File: src/rtl/conditionare_buton_pkg.sv
// conditionare_buton_pkg: shared state encoding and default timing constants for the button conditioner.
package conditionare_buton_pkg;
  typedef enum logic [1:0] {
    IDLE         = 2'd0,
    PRESS_WAIT   = 2'd1,
    PRESSED      = 2'd2,
    RELEASE_WAIT = 2'd3
  } state_t;
  localparam logic [15:0] DEF_DEBOUNCE_CYCLES   = 16'd50000;
  localparam logic [27:0] DEF_LONG_PRESS_CYCLES = 28'd100000000;
  localparam int          DEF_CNT_W             = 28;
endpackage

File: src/rtl/conditionare_buton_sincronizator_2ff.sv
// sincronizator_2ff: two-flop synchroniser for an asynchronous level, cleared by active-low sync reset.
module sincronizator_2ff (
  input  logic clk_in,
  input  logic reset,
  input  logic d,
  output logic q
);
  logic s1;
  always_ff @(posedge clk_in) begin
    if (!reset) begin
      s1 <= 1'b0;
      q  <= 1'b0;
    end else begin
      s1 <= d;
      q  <= s1;
    end
  end
endmodule

File: src/rtl/conditionare_buton.sv
// conditionare_buton: debounces a raw button into level, press pulse, pause toggle and long-press pulse.
// Long-press detection is present only when CONDITIONARE_LONG_PRESS_EN is defined.
module conditionare_buton
  import conditionare_buton_pkg::*;
#(
  parameter logic [15:0] DEBOUNCE_CYCLES   = DEF_DEBOUNCE_CYCLES,
  parameter logic [27:0] LONG_PRESS_CYCLES = DEF_LONG_PRESS_CYCLES,
  parameter int          CNT_W             = DEF_CNT_W
) (
  input  logic clk_in,
  input  logic reset,
  input  logic btn_raw,
  output logic btn_level,
  output logic btn_press,
  output logic pause,
  output logic long_press
);
  localparam logic [CNT_W-1:0] DEB_LAST = CNT_W'(DEBOUNCE_CYCLES - 16'd1);
  if (DEBOUNCE_CYCLES < 16'd2 || LONG_PRESS_CYCLES < 28'd2) begin : g_bad_param
    $error("conditionare_buton: DEBOUNCE_CYCLES and LONG_PRESS_CYCLES must be >= 2");
  end
  state_t           state;
  logic [CNT_W-1:0] cnt;
  logic             btn_sync;
  logic             accept;
  sincronizator_2ff u_sync (
    .clk_in (clk_in),
    .reset  (reset),
    .d      (btn_raw),
    .q      (btn_sync)
  );
  assign accept = state == PRESS_WAIT && btn_sync && cnt == DEB_LAST;
  always_ff @(posedge clk_in) begin
    if (!reset) begin
      state     <= IDLE;
      cnt       <= '0;
      btn_level <= 1'b0;
      btn_press <= 1'b0;
      pause     <= 1'b0;
    end else begin
      btn_press <= 1'b0;
      case (state)
        IDLE: if (btn_sync) begin
          state <= PRESS_WAIT;
          cnt   <= '0;
        end
        PRESS_WAIT: if (!btn_sync) state <= IDLE;
          else if (!accept) cnt <= cnt + CNT_W'(1);
          else begin
            state     <= PRESSED;
            btn_press <= 1'b1;
            pause     <= ~pause;
            btn_level <= 1'b1;
          end
        PRESSED: if (!btn_sync) begin
          state <= RELEASE_WAIT;
          cnt   <= '0;
        end
        RELEASE_WAIT: if (btn_sync) state <= PRESSED;
          else if (cnt != DEB_LAST) cnt <= cnt + CNT_W'(1);
          else begin
            state     <= IDLE;
            btn_level <= 1'b0;
          end
      endcase
    end
  end
`ifdef CONDITIONARE_LONG_PRESS_EN
  localparam logic [CNT_W-1:0] HOLD_LAST = CNT_W'(LONG_PRESS_CYCLES - 28'd1);
  localparam logic [CNT_W-1:0] HOLD_MAX  = CNT_W'(LONG_PRESS_CYCLES);
  logic [CNT_W-1:0] hold_cnt;
  // hold_cnt survives release glitches; it restarts only on a fresh acceptance
  always_ff @(posedge clk_in) begin
    if (!reset) begin
      hold_cnt   <= '0;
      long_press <= 1'b0;
    end else begin
      long_press <= state == PRESSED && btn_sync && hold_cnt == HOLD_LAST;
      if (accept) hold_cnt <= '0;
      else if (state == PRESSED && btn_sync && hold_cnt < HOLD_MAX) hold_cnt <= hold_cnt + CNT_W'(1);
    end
  end
`else
  assign long_press = 1'b0;
`endif
endmodule
File: config.mk
export PLATFORM = sky130hd
export DESIGN_NAME = conditionare_buton
export DESIGN_NICKNAME = d
export VERILOG_FILES = /design/src/rtl/conditionare_buton_pkg.sv /design/src/rtl/conditionare_buton_sincronizator_2ff.sv /design/src/rtl/conditionare_buton.sv
export SDC_FILE = /design/constraint.sdc
export NUM_CORES = 1
export LEC_CHECK = 0
export ABC_AREA = 1
export BUFFER_PORTS_ARGS = -buffer_cell sky130_fd_sc_hd__clkbuf_2
export CORE_MARGIN = 5
export CORE_UTILIZATION = 58
export CTS_BUF_LIST = sky130_fd_sc_hd__clkbuf_8
export DETAILED_ROUTE_END_ITERATION = 7
export PLACE_DENSITY = 0.82
export SLEW_MARGIN = 20
export SYNTH_ARGS = -nofsm -noshare
export SYNTH_HDL_FRONTEND = slang
export SYNTH_HIERARCHICAL = 1
export SYNTH_SLANG_ARGS = --single-unit
File: constraint.sdc
create_clock -name clk_in -period 1.53 [get_ports clk_in]
set_clock_uncertainty 0.1 [all_clocks]
set_input_delay 0.153 -clock clk_in [delete_from_list [all_inputs] [get_ports clk_in]]
set_output_delay 0.153 -clock clk_in [all_outputs]
set_load 0.1 [all_outputs]
==> flow_summary.ini, run 1 <==
[finish]
final_common_cell = nand2_1
multi_input_area_sq_mm = 0.00151
syn2layout_area_growth_pct = 41.3
fin_util_pct = 83.9
nets = 422
final_cell_mix = nand2_1 (101), nor2_1 (63), buf_4 (42)
final-seq-area_sq_um = 711
n_fill_cell = 226
drive_gt1_share_pct = 32.2
diodes = 0

[clocking]
clockBufferDepth = 2
cts_inserted_buffers = 5
clk_pin_slew_worst_paths_ns = 0.07
clock_sinks = 35
cts_tree = yes
clkLatencyLatePin_ns = 0.29
ctsHtreeMaxLevel = 2
clock-root-buffer = clkbuf_8

[synth]
syn_area_sq_mm = 0.00216
yosys_warnings = 6
synth-edff-count = 0
synthArstFlopShare_pct = 0
syn_inst = 359
synthFlopType = dfxtp_1
synth_area_per_cell_sq_um = 6.01
ys_ff_latch = 35
synth.distinct_cells = 25
synth_nets = 363
ys_seq_area_share_pct = 32.5

[floorplan]
ios = 7
coreArea_sq_mm = 0.00363
die-area_sq_mm = 0.00504
start_util_pct = 59.4
num_rows = 22
die_h_um = 71
die_w_um = 71

[timing]
max_clock_freq_mhz = 548
slew_violations = 0
finalCritPeriodShare_pct = 119
fin_crit_ns = 1.82
hold_viol = 0
slew_headroom_pct = 63.9
setup_slack_ns = -0.294
rsz0062_at_grt = true
setup_viol = 33
whs_ns = 0.0327
worst_pin_slew_ns = 0.544

[place]
place.gp.congestion = 0.911
pre_cts_ws_ns = -0.130
hpwlAfterDp_um = 4320
placement.io_buffers = 5

[routing]
wl_met2_um = 3840
wl_per_cell_um = 16.9
dr.max_layer_used = met4
vias_per_cell = 5.82
dr_wl_met3_um = 751
wl_met1_um = 2820
num_vias = 2716
drc = 0
drt_iter0_drc = 274
ant_nets = 0
dr.pass1.iters = 5
wirelength_um = 7910

[worst_setup_path]
end_kind = flop
critPathTopFamily = simple AND/OR/NAND/NOR gates
cp_num_buf_inv = 3
r2r_cells = 12
worstSetupStartpoint = cnt[1]
cp_cell_sequence = ha_4, nand2_2, inv_1, nand2_1, nor2_2, nand2_2, nor2_4, nor2_4, buf_6, buf_12, nand4_1, a21oi_1
path_depth = 12
r2r-end = cnt[11]
cp-endpoint = cnt[11]
r2r_start = cnt[1]
setup.worst_path.class = reg2reg
rrSetupSlack_ns = -0.29
worst-path-max-fanout = 7
critPathLaunchType = flop
max_stage_delay_ns = 0.36
cp.arrival_ns = 1.93
cp_slowest_cell = dfxtp_4
cp.required_ns = 1.64

[global_routing]
grt_pass1_wl_um = 11000
grt-ovfl-total = 0
antenna_found_initial = 0
first_global_vias = 2508
grt_max_degree = 22
grtUsageTotal_pct = 27.4

[power]
power_density_mw_per_mm2 = 567
vdd_drop_max_mv = 0.477
p_leak_nw = 1.31

[hold_path]
hold_path_class = in2reg

[outcome]
violations = setup timing
outcome = finished, violations left

[flow_run]
cap_violations = 0
## cell usage after synthesis (2+ instances only)
master	count	area share, %
clkbuf_1	2	0.35
buf_4	2	0.70
a21oi_1	21	4.9
dfxtp_1	35	32
a21oi_2	2	0.81
nand3b_1	2	0.70
nand2_1	120	21
nor2_2	3	0.87
nand3_2	2	0.93
nand3_1	17	3.9
nor2_1	71	12
o21ai_0	6	1.4
xor2_1	7	2.8
inv_1	39	6.8
buf_6	3	1.6
nor3_1	3	0.70
nand2_2	3	0.87
nor2_4	2	1.0
nand4_1	13	3.8
## layout make-up
cell class	count	share of cell area [%]
Clock buffer	5	2.26
Clock inverter	3	0.410
Inverter	40	5.01
Multi-Input combinational cell	276	49.4
Sequential cell	35	23.3
Tap cell	48	1.97
Timing Repair Buffer	60	17.7
## worst min-delay path: stages
cell and delay (ns):
clkbuf_2 0.13, nand2_1 0.07, inv_1 0.03
## stage by stage
step / TNS (ns) / cells / instance area, sq um / total power [mW]
after detailed placement: -1.61 / 449 / 2560 / 1.03
after floorplan: 0 / 359 / 2180 / 0.997
after global placement: -0.381 / 449 / 2560 / 1.02
after global routing: -8.88 / 467 / 3050 / 1.77
after CTS: -1.84 / 462 / 2770 / 1.68
final: -6.40 / 467 / 3050 / 1.73
## layer usage
metal | track usage [%] | vias up
met2 | 47.2 | 175
met1 | 30.7 | 1245
met5 | 0 | -
met4 | 15.9 | 0
met3 | 6.53 | 61
li1 | - | 1235
## flip-flops by register name, indices dropped and copies added, names as in the netlist, named ones only
| signal | cells |
|---|---|
| btn_level | 1 |
| btn_press | 1 |
| cnt | 28 |
| pause | 1 |
| state | 1 |
| u_sync/q | 1 |
| u_sync/s1 | 1 |
## power by group
group	switching [mW]	total (mW)	internal, mW
Clock	0.361	0.667	0.307
Sequential	0.00358	0.917	0.913
Combinational	0.0899	0.144	0.0539
## logic make-up after synthesis
| family | share of synthesized area (%) |
|---|---|
| AO/OA/AOI/OAI | 7.42 |
| XOR/XNOR | 3.59 |
| adder cells (fa/ha/maj) | 0.580 |
| buffers and inverters | 9.74 |
| flip-flops | 32.5 |
| other | 0.174 |
| AND/OR/NAND/NOR | 46.0 |
## worst min path at each step
stage                       start   endpoint  slack (ns)  cells after the start
after floorplan             reset  u_sync/s1        0.15                      2
after global placement    btn_raw  u_sync/s1        0.24                      3
after detailed placement  btn_raw  u_sync/s1        0.25                      3
after CTS                   reset     cnt[0]        0.02                      3
after global routing        reset     cnt[0]        0.04                      3
final                       reset  u_sync/s1        0.03                      3
## timing repair
action | 4_1_cts | 5_1_grt
endpoints found under the setup margin | 28 | 33
hold buffers | 1 | 0
pin swaps | 4 | 11
buffers inserted | 2 | 4
gates resized for setup | 21 | 64
hold endpoints to repair | 1 | 0
cloned | 2 | 2
Power figures use the tool's default switching activity.
==> inputs of run 2 (changes only) <==
--- a/config.mk
+++ b/config.mk
@@ -7,11 +7,13 @@
 export LEC_CHECK = 0
 export ABC_AREA = 1
 export BUFFER_PORTS_ARGS = -buffer_cell sky130_fd_sc_hd__clkbuf_2
-export CORE_MARGIN = 5
-export CORE_UTILIZATION = 58
+export CELL_PAD_IN_SITES_DETAIL_PLACEMENT = 0
+export CELL_PAD_IN_SITES_GLOBAL_PLACEMENT = 1
+export CORE_MARGIN = 2
+export CORE_UTILIZATION = 29
 export CTS_BUF_LIST = sky130_fd_sc_hd__clkbuf_8
 export DETAILED_ROUTE_END_ITERATION = 7
-export PLACE_DENSITY = 0.82
+export PLACE_DENSITY = 0.63
 export SLEW_MARGIN = 20
 export SYNTH_ARGS = -nofsm -noshare
 export SYNTH_HDL_FRONTEND = slang
==> flow_summary.ini, run 2 (synthesis gave the netlist of run 1 again) <==
[finish]
drive_gt1_share_pct = 33.6
n_fill_cell = 793
final_cells = 524
diodes = 0
regMostFlops = cnt
nets = 428
final_common_cell = nand2_1
final_cell_mix = nand2_1 (99), nor2_1 (57), buf_4 (51)
largest_reg_flops = 28
syn2layout_area_growth_pct = 44.2

[power]
p_leak_nw = 1.24
vdd_drop_max_mv = 0.416
power_density_mw_per_mm2 = 628

[worst_setup_path]
cp.required_ns = 1.66
max_stage_delay_ns = 0.35
cp_num_buf_inv = 2
cp_cell_sequence = ha_4, nand2_2, inv_2, nand2_2, nor2_2, nand2_2, nor2_4, nor2_4, clkbuf_16, nand4_1, a21oi_1
setup.worst_path.class = reg2reg
cp_slowest_cell = dfxtp_4
critPathTopFamily = simple AND/OR/NAND/NOR gates
cp.arrival_ns = 1.81
end_kind = flop
cpMostUsedCell = nand2_2
critPathLaunchType = flop
worst-path-max-fanout = 10

[global_routing]
grtUsageTotal_pct = 16.8
antenna_found_initial = 0
grt-ovfl-total = 0
grt_max_degree = 21
grt_pass1_wl_um = 11000
first_global_vias = 2335

[clocking]
cts_inserted_buffers = 5
clk_pin_slew_worst_paths_ns = 0.08
cts_tree = yes
ctsHtreeMaxLevel = 2
clockBufferDepth = 2
clkLatencyLatePin_ns = 0.30
clock_sinks = 35
clock-root-buffer = clkbuf_8

[routing]
ant_nets = 0
wl_per_cell_um = 12.9
drc = 0
wirelength_um = 6780
dr.pass1.iters = 4
drt_iter0_drc = 94
vias_per_cell = 4.56
num_vias = 2391

[timing]
rsz0062_at_grt = true
worst_pin_slew_ns = 0.538
max_clock_freq_mhz = 593
hold_viol = 0
slew_headroom_pct = 64.3
finalCritPeriodShare_pct = 110
setup_slack_ns = -0.155
fin_crit_ns = 1.69
slew_violations = 0
setup_viol = 30

[floorplan]
die-area_sq_mm = 0.00815
die_h_um = 90.3
ios = 7
coreArea_sq_mm = 0.00721
num_rows = 31
die_w_um = 90.3
start_util_pct = 29.9

[hold_path]
hold_path_class = in2reg

[outcome]
violations = setup timing
outcome = finished, violations left

[place]
pre_cts_ws_ns = -0.115
placement.io_buffers = 5
placed_cells = 511
place.gp.congestion = 0.835
hpwlAfterDp_um = 4980

[flow_run]
cap_violations = 0
run 2: layer usage:
metal	vias up	GRT usage (%)	share of wire (%)	wire length, um
met5	-	0	0	0
met4	0	4.49	1.2	78
met3	7	2.84	2.5	166
met2	19	29.1	47	3190
met1	1111	21.8	49	3340
li1	1254	-	-	-
run 2: cell type report:
| class | count | area (sq um) | share of cell area (%) |
|---|---|---|---|
| tap | 99 | 124 | 3.98 |
| timing repair buffer | 66 | 568 | 18.2 |
| clock buffer | 6 | 82.6 | 2.65 |
| clock inverter | 2 | 35.0 | 1.13 |
| multi-input combinational | 276 | 1440 | 46.4 |
| inverter | 40 | 150 | 4.82 |
| sequential | 35 | 709 | 22.8 |
run 2: final timing paths:
path	slack [ns]	depth (start not counted)	from	end
max	-0.16	11	cnt[1]	cnt[21]
min	0.03	3	reset	u_sync/q
max reg2reg	-0.16	11	cnt[1]	cnt[21]
min reg2reg	0.31	2	u_sync/s1	u_sync/q
run 2: where the power goes:
part | internal (mW) | switching, mW
combinational | 0.0491 | 0.0795
clock | 0.528 | 0.381
sequential | 0.913 | 0.00329
total | 1.49 | 0.464
run 2: metrics by stage:
step | instance area [sq um] | hold slack [ns] | utilization, % | setup TNS [ns] | power [mW]
floorplan | 2180 | 0.146 | - | 0 | 0.997
global placement | 2710 | 0.243 | 37.6 | -2.22 | 1.04
detailed placement | 2710 | 0.246 | 37.6 | -2.24 | 1.04
CTS | 2940 | 0.0192 | 40.7 | -1.74 | 1.96
global route | 3110 | 0.0468 | 43.1 | -6.49 | 2.02
finish | 3110 | 0.0268 | 43.1 | -2.92 | 1.95
run 2: worst reg2reg max path, stage by stage, from the launching register on:
cell and delay (ns):
dfxtp_4 0.35, ha_4 0.16, nand2_2 0.06, inv_2 0.03, nand2_2 0.05, nor2_2 0.04, nand2_2 0.08, nor2_4 0.06
nor2_4 0.22, clkbuf_16 0.21, nand4_1 0.08, a21oi_1 0.18
run 2: what timing repair did:
action / 4_1_cts / 5_1_grt
setup endpoints to repair: 31 / 33
hold buffers: 1 / 0
setup buffers: 0 / 2
hold endpoints to repair: 1 / 0
gates cloned: 0 / 2
resized for setup: 38 / 33
pin swaps: 15 / 11
==> inputs of run 3 (changes only) <==
--- a/config.mk
+++ b/config.mk
@@ -11,8 +11,9 @@
 export CELL_PAD_IN_SITES_GLOBAL_PLACEMENT = 1
 export CORE_MARGIN = 2
 export CORE_UTILIZATION = 29
-export CTS_BUF_LIST = sky130_fd_sc_hd__clkbuf_8
+export CTS_BUF_LIST = sky130_fd_sc_hd__clkbuf_2 sky130_fd_sc_hd__clkbuf_4 sky130_fd_sc_hd__clkbuf_8
 export DETAILED_ROUTE_END_ITERATION = 7
+export GPL_TIMING_DRIVEN = 0
 export PLACE_DENSITY = 0.63
 export SLEW_MARGIN = 20
 export SYNTH_ARGS = -nofsm -noshare
==> flow_summary.ini, run 3 (synthesis gave the netlist of run 1 again) <==
[global_routing]
grt_pass1_wl_um = 11100
grtUsageTotal_pct = 17.0
grt_max_degree = 12
antenna_found_initial = 0
grt-ovfl-total = 0
first_global_vias = 2189

[clocking]
clock-root-buffer = clkbuf_8
clk_pin_slew_worst_paths_ns = 0.07
clockBufferDepth = 2
cts_tree = yes
clock_sinks = 35
clkLatencyLatePin_ns = 0.29
cts_inserted_buffers = 5
ctsHtreeMaxLevel = 2

[routing]
wl_met2_um = 3200
dr.pass1.iters = 5
dr_wl_met3_um = 151
wl_met1_um = 3320
wirelength_um = 6720
ant_nets = 0
dr.max_layer_used = met4
drt_iter0_drc = 100
num_vias = 2290
vias_per_cell = 4.67
drc = 0
wl_per_cell_um = 13.7

[worst_setup_path]
cp-endpoint = cnt[11]
critPathLaunchType = flop
r2r_start = cnt[1]
r2r_cells = 12
cp.required_ns = 1.58
cp.arrival_ns = 1.77
worstSetupStartpoint = cnt[1]
worst-path-max-fanout = 5
end_kind = flop
rrSetupSlack_ns = -0.19
setup.worst_path.class = reg2reg
r2r-end = cnt[11]

[floorplan]
die-area_sq_mm = 0.00815
die_w_um = 90.3
start_util_pct = 29.9
die_h_um = 90.3
coreArea_sq_mm = 0.00721
num_rows = 31
ios = 7

[finish]
final_cells = 490
final_cell_mix = nand2_1 (110), nor2_1 (63), inv_1 (38)
syn2layout_area_growth_pct = 29.9
drive_gt1_share_pct = 22.5
diodes = 0
regMostFlops = cnt
largest_reg_flops = 28
nets = 394
final_common_cell = nand2_1
final-seq-area_sq_um = 714
multi_input_area_sq_mm = 0.00142
n_fill_cell = 840
fin_util_pct = 38.9
final_area_sq_mm = 0.00280

[timing]
setup_viol = 32
max_clock_freq_mhz = 581
finalCritPeriodShare_pct = 112
setup-tns-final_ns = -4.57
setup_slack_ns = -0.191
fin_crit_ns = 1.72
slew_headroom_pct = 57.3
hold_viol = 0
worst_pin_slew_ns = 0.640
slew_violations = 0
rsz0062_at_grt = true

[power]
power_density_mw_per_mm2 = 617
p_leak_nw = 1.03
fin_total_pwr_mw = 1.73
vdd_drop_max_mv = 0.315

[place]
hpwlAfterDp_um = 4750
placement.io_buffers = 5
placed_cells = 463
place_area_sq_mm = 0.00232
place.gp.congestion = 0.844

[flow_run]
cap_violations = 0

[outcome]
violations = setup timing
outcome = finished, violations left

[hold_path]
hold_path_class = in2reg
[run 3: cell types whose count changed in the layout (fill, tap and decap cells not counted), moves of 3 or more]
cell	before	now
buf_4	51	13
nand2_1	99	110
nand2_2	21	12
nor2_1	57	63
nor2_2	16	7
nor2_4	3	7
o21ai_0	1	4
[run 3: power by group]
part / internal, mW / switching (mW)
sequential: 0.912 / 0.00486
combinational: 0.0572 / 0.0805
clock: 0.312 / 0.363
[run 3: worst min-delay path by stage]
stage,startpoint,to,cells after the start
2_1_floorplan,reset,u_sync/s1,2
3_5_place_dp,btn_raw,u_sync/s1,3
5_1_grt,reset,u_sync/s1,3
6_report,reset,u_sync/q,3
3_3_place_gp,btn_raw,u_sync/s1,3
4_1_cts,reset,u_sync/q,3
[run 3: routing by layer]
metal	track usage, %	vias to the layer above
met3	2.75	4
met5	0	-
li1	-	1184
met2	29.3	20
met1	22.6	1082
met4	3.33	0
[run 3: metrics by stage]
step / setup WS (ns) / hold WS (ns)
floorplan: 0.00280 / 0.146
global placement: -0.322 / 0.240
detailed placement: -0.341 / 0.247
CTS: -0.184 / 0.0184
global route: -0.293 / 0.0545
finish: -0.191 / 0.0337
[run 3: critical path: stages (launching register included)]
cell	delay, ns
dfxtp_4	0.36
ha_4	0.14
nand2_2	0.05
inv_2	0.05
nand2_1	0.04
nor2_1	0.10
nand2_2	0.09
nor2_4	0.16
nor2_4	0.06
buf_12	0.15
buf_8	0.12
nand4_1	0.07
a21oi_1	0.08
[run 3: layout make-up]
class | instances | share of cell area (%)
repair buffers | 23 | 8.12
inverters | 40 | 5.35
flip-flops and latches | 35 | 25.5
clock buffers | 5 | 2.45
plain buffers | 8 | 2.99
well taps | 99 | 4.42
multi-input cells | 277 | 50.6
clock inverters | 3 | 0.535
[run 3: timing repair]
action | in CTS | in global routing
pin swaps | 11 | 12
endpoints found under the setup margin | 32 | 33
hold buffers | 1 | 0
resized for setup | 26 | 31
cloned | 3 | 0
setup buffers | 14 | 1
endpoints found under the hold margin | 1 | 0
